<file path="config.mk">
export PLATFORM = sky130hd
export DESIGN_NAME = matrix_result_ascii_serializer
export DESIGN_NICKNAME = d
export VERILOG_FILES = /design/src/rtl/matrix_result_ascii_serializer.sv
export SDC_FILE = /design/constraint.sdc
export NUM_CORES = 2
export LEC_CHECK = 0
export CAP_MARGIN = 20
export CORE_AREA = 2 2 446 448
export CTS_CLUSTER_SIZE = 12
export DETAILED_ROUTE_END_ITERATION = 6
export DIE_AREA = 0 0 448 450
export PLACE_DENSITY = 0.49
export SLEW_MARGIN = 5
export SYNTH_ARGS = -nofsm -noshare
export SYNTH_HDL_FRONTEND = slang
export SYNTH_SLANG_ARGS = --single-unit
export TNS_END_PERCENT = 20
</file>
<file path="constraint.sdc">
create_clock -name clk -period 89.7 [get_ports clk]
set_input_delay 13.455 -clock clk [delete_from_list [all_inputs] [get_ports clk]]
set_output_delay 13.455 -clock clk [all_outputs]
set_load 0.05 [all_outputs]
</file>
<file path="src/rtl/matrix_result_ascii_serializer.sv">
// Streams one captured complex 4x4 result matrix as a single ASCII text line:
// each element's real and imaginary values sign-extended to FIELD_W '0'/'1' chars,
// MSB first, comma separated, newline terminated. One char per valid/ready transfer.
module matrix_result_ascii_serializer #(
    parameter int unsigned w         = 16,
    parameter int unsigned WIDTH_OUT = 2 * w + 3,
    parameter int unsigned FIELD_W   = 128,
    parameter logic [7:0]  SEP_CHAR  = 8'h2C
) (
    input  logic                    clk,
    input  logic                    rst,
    input  logic                    in_valid,
    output logic                    in_ready,
    input  logic [16*WIDTH_OUT-1:0] c_real,
    input  logic [16*WIDTH_OUT-1:0] c_imag,
    output logic [7:0]              char_data,
    output logic                    char_valid,
    input  logic                    char_ready,
    output logic                    busy,
    output logic                    line_done
);

    localparam int unsigned     BitW      = (FIELD_W > 1) ? $clog2(FIELD_W) : 1;
    localparam logic [BitW-1:0] LastBit   = BitW'(FIELD_W - 1);
    localparam logic [4:0]      LastField = 5'd31;

    typedef enum logic [1:0] {StIdle, StBits, StSep, StEol} state_e;

    state_e                   r_state;
    state_e                   w_state_d;
    logic [BitW-1:0]          r_bit_cnt;
    logic [BitW-1:0]          w_bit_d;
    logic [4:0]               r_field_cnt;
    logic [4:0]               w_field_d;
    logic [16*WIDTH_OUT-1:0]  r_c_real;
    logic [16*WIDTH_OUT-1:0]  r_c_imag;
    logic [16*WIDTH_OUT-1:0]  w_real_d;
    logic [16*WIDTH_OUT-1:0]  w_imag_d;
    logic [7:0]               r_char_data;
    logic [7:0]               w_char_d;
    logic                     r_char_valid;
    logic                     r_line_done;
    logic                     w_line_done_d;
    logic                     w_fire;
    int unsigned              w_base;
    logic [WIDTH_OUT-1:0]     w_elem;
    logic [FIELD_W-1:0]       w_field_val;
    logic [BitW-1:0]          w_pos;

    assign w_fire     = r_char_valid && char_ready;
    assign in_ready   = (r_state == StIdle);
    assign busy       = (r_state != StIdle);
    assign char_data  = r_char_data;
    assign char_valid = r_char_valid;
    assign line_done  = r_line_done;

    // Next-state: capture in idle, then walk bits/separators/newline on each transfer.
    always_comb begin
        w_state_d     = r_state;
        w_bit_d       = r_bit_cnt;
        w_field_d     = r_field_cnt;
        w_real_d      = r_c_real;
        w_imag_d      = r_c_imag;
        w_line_done_d = 1'b0;
        unique case (r_state)
            StIdle: begin
                if (in_valid) begin
                    w_state_d = StBits;
                    w_bit_d   = '0;
                    w_field_d = '0;
                    w_real_d  = c_real;
                    w_imag_d  = c_imag;
                end
            end
            StBits: begin
                if (w_fire) begin
                    if (r_bit_cnt == LastBit) begin
                        w_bit_d   = '0;
                        w_state_d = (r_field_cnt == LastField) ? StEol : StSep;
                    end else begin
                        w_bit_d = r_bit_cnt + 1'b1;
                    end
                end
            end
            StSep: begin
                if (w_fire) begin
                    w_state_d = StBits;
                    w_field_d = r_field_cnt + 1'b1;
                end
            end
            StEol: begin
                if (w_fire) begin
                    w_state_d     = StIdle;
                    w_field_d     = '0;
                    w_line_done_d = 1'b1;
                end
            end
            default: w_state_d = StIdle;
        endcase
    end

    // Character for the next cycle, derived from next-state values so the output can be
    // registered without adding a cycle of latency after capture or after each transfer.
    always_comb begin
        w_base      = 32'(w_field_d[4:1]) * WIDTH_OUT;
        w_elem      = w_field_d[0] ? w_imag_d[w_base +: WIDTH_OUT]
                                   : w_real_d[w_base +: WIDTH_OUT];
        w_field_val = FIELD_W'($signed(w_elem));
        w_pos       = LastBit - w_bit_d;
        w_char_d    = 8'h00;
        unique case (w_state_d)
            StBits:  w_char_d = w_field_val[w_pos] ? 8'h31 : 8'h30;
            StSep:   w_char_d = SEP_CHAR;
            StEol:   w_char_d = 8'h0A;
            default: w_char_d = 8'h00;
        endcase
    end

    // State, counters, captured matrices and registered outputs.
    always_ff @(posedge clk or posedge rst) begin
        if (rst) begin
            r_state      <= StIdle;
            r_bit_cnt    <= '0;
            r_field_cnt  <= '0;
            r_c_real     <= '0;
            r_c_imag     <= '0;
            r_char_data  <= 8'h00;
            r_char_valid <= 1'b0;
            r_line_done  <= 1'b0;
        end else begin
            r_state      <= w_state_d;
            r_bit_cnt    <= w_bit_d;
            r_field_cnt  <= w_field_d;
            r_c_real     <= w_real_d;
            r_c_imag     <= w_imag_d;
            r_char_data  <= w_char_d;
            r_char_valid <= (w_state_d != StIdle);
            r_line_done  <= w_line_done_d;
        end
    end

endmodule
</file>
==> metrics <==
Final Cycle Share 0.217; CP required 90.45 ns; Pre-antenna DRT Iters 7; num rows 163; Core ar. 197,000 um^2; crit end category flip-flop; clock skew 0.0285 ns; Synth Area per Inst 9.53 um^2; number of synthesized flops with an enable pin 0; initial antenna violation count 115; drt wl/cell 30.7 um; unrepaired setup endpoints after global routing false; setup violators final 0; Hold Vio Cnt, Final 0; dpl hpwl 215,000 um; CTS clk-pin slew, worst paths 0.05 ns; number of CTS-inserted buffers 143; ratio of cells with drive above 1 in the final layout 0.136; Iter 0 DRT Violations 3,645; DR DRC count 1; area delta synth->final 34.6%; FILL cells 20,122; Placed Area 67,800 um^2; reg2reg path depth 18; Max Slew Vio Count 0; HP Start r_c_real[2]$_DFF_PP0_; WHS Path Cells 2; PD cells 17.8 nW/um^2; P_leak 32.9 nW; Slew Limit Headroom 0.213; Die Height 450 um; Critical Path Start Type primary input; post-layout util 0.369; Synth area leader dfrtp_1; Post-Syn Instances 5,653; Final nets 7,774; share of synthesized registers carrying an async set or reset 1.00; Final GP Congestion 0.877; Hold Path End r_c_real[2]$_DFF_PP0_; first-pass GRT wire length 394,000 um; critical path peak fanout 111; commonest non-fill, non-tap cell in the layout nand2_1; CTS Root Cell clkbuf_16; outcome complete, but fails checks; Die Wd 448 um; CTS resizes 0; I/O Pins 1,136; largest net degree at the start of global routing 169; total number of vias 46,941; Peak supply drop 0.0186 mV; Synth Warn # 0; Sum Neg Setup Slack 0 ns; most frequent cells in the layout nand2_1, dfrtp_1, clkdlybuf4s50_1; top cell type's share of synthesized area 0.530; Synth area leaders dfrtp_1, nand2_1, mux2_2, nor2_1, mux2i_1; clock sink count 1,142; Synth cell types 78; Fin Hold WS 0.465 ns; Main synth FF type dfrtp_1; Yosys reg bits 1,142; R2R Setup Slk 83.00 ns; fin crit period 19.43 ns; hold crit path type reg -> reg; Clk Latency, worst-skew pair 0.84 ns; Critical R2R Capture char_data[0]$_DFF_PP0_; post-route cell area 72,500 um^2; port buffer count 1,133; Least-Margin Pin Slew 1.17 ns; Seq/Total Area, Yosys 0.530; Post-CTS Hold Buffers 0; Reg-to-Reg Start char_valid$_DFF_PP0_; Synth Cell Area 53,900 um^2; total wire length 290,000 um; failing checks DRC; Initial Utilization 0.274; power after layout 1.29 mW; fmax 51.5 MHz; CTS tree done; grt ovf 0; vias in the first global route 48,277; max-cap violations 0; GRT Overall Usage 0.282; postcts setup bufs 0; vias per std cell 4.97; H-tree depth 4; Antenna Nets Post-Route 0; crit path DAT 20.18 ns; Die ar. 202,000 um^2; Crit Path Class in -> reg; CTS max path bufs 3
-- report_power, final --
group | switching [mW] | internal, mW
logic | 0.0949 | 0.0748
clock network | 0.247 | 0.326
registers | 0.00826 | 0.542
-- synth_stat cells (all sizes together), types with 10 or more instances --
master and n:
a311o 13, nor2 577, and3 15, nor4 10, inv 15, o211ai 120
dfrtp 1142, mux2i 151, clkbuf 96, a32oi 23, o311ai 75, nor3 68
mux2 548, a21oi 19, a211o 23, buf 296, nand2 1919, or3 109
or2 19, o21a 14, nand4 24, o21ai 68, a31oi 16, nand3 127
o22ai 11, o2111ai 12, o311a 23
-- how the worst max path moves through the flow --
stage	from	endpoint	slack, ns
final	char_ready	char_data[0]$_DFF_PP0_	70.27
after floorplan	rst	char_data[0]$_DFF_PP0_	44.08
after CTS	char_ready	char_data[0]$_DFF_PP0_	70.36
after global placement	char_ready	char_data[0]$_DFF_PP0_	69.11
after detailed placement	char_ready	char_data[0]$_DFF_PP0_	69.46
after global routing	char_ready	char_data[0]$_DFF_PP0_	70.10
-- layer usage --
layer,track usage,vias to the layer above,share of wire
li1,-,21108,-
met1,0.343,23654,0.40
met2,0.471,1633,0.49
met3,0.0528,482,0.054
met4,0.149,64,0.049
met5,0,-,0.0014
-- cells by family after synthesis --
kind of cell	synth area share
simple gates	0.220
flops	0.530
buf+inv	0.0363
mux	0.143
xor+xnor	0.000325
fa+ha+maj	0.00209
compound gates	0.0684
other cells	0.0000696
-- final cells by class --
cell class,instances,area [um^2],area share
clock inverters,40,497,0.00685
diodes,66,165,0.00228
repair buffers,1234,12300,0.170
inverters,16,90.1,0.00124
multi-input cells,4104,23500,0.325
well taps,2640,3300,0.0455
flip-flops and latches,1142,28600,0.394
clock buffers,203,4020,0.0554
-- through the flow --
step	cells	setup WS, ns
global placement	9132	69.11
CTS	9378	70.36
detailed placement	9135	69.46
global route	9429	70.10
floorplan	5654	44.08
finish	9445	70.27
-- critical path: stages --
cell and delay (ns):
clkdlybuf4s50_1 0.62, and2_1 0.26, inv_2 0.09, ha_1 0.29, nand2b_1 0.12, a32oi_4 0.12
buf_4 0.41, inv_8 0.55, buf_4 0.73, buf_12 0.46, nor2_1 0.11, or3_1 0.40
o311ai_0 0.11, o21ai_0 0.25, o21ai_0 0.45, o2111ai_1 0.21, nor4b_1 0.91, a31oi_1 0.10
o21ai_1 0.16
-- registers in the layout, summed over array words and instances, names as in the netlist --
name and cells:
char_data 6, char_valid 1, line_done 1, r_bit_cnt 7
r_c_imag 560, r_c_real 560, r_field_cnt 5, r_state 2
Note: power is estimated with default switching activity, not from simulation.
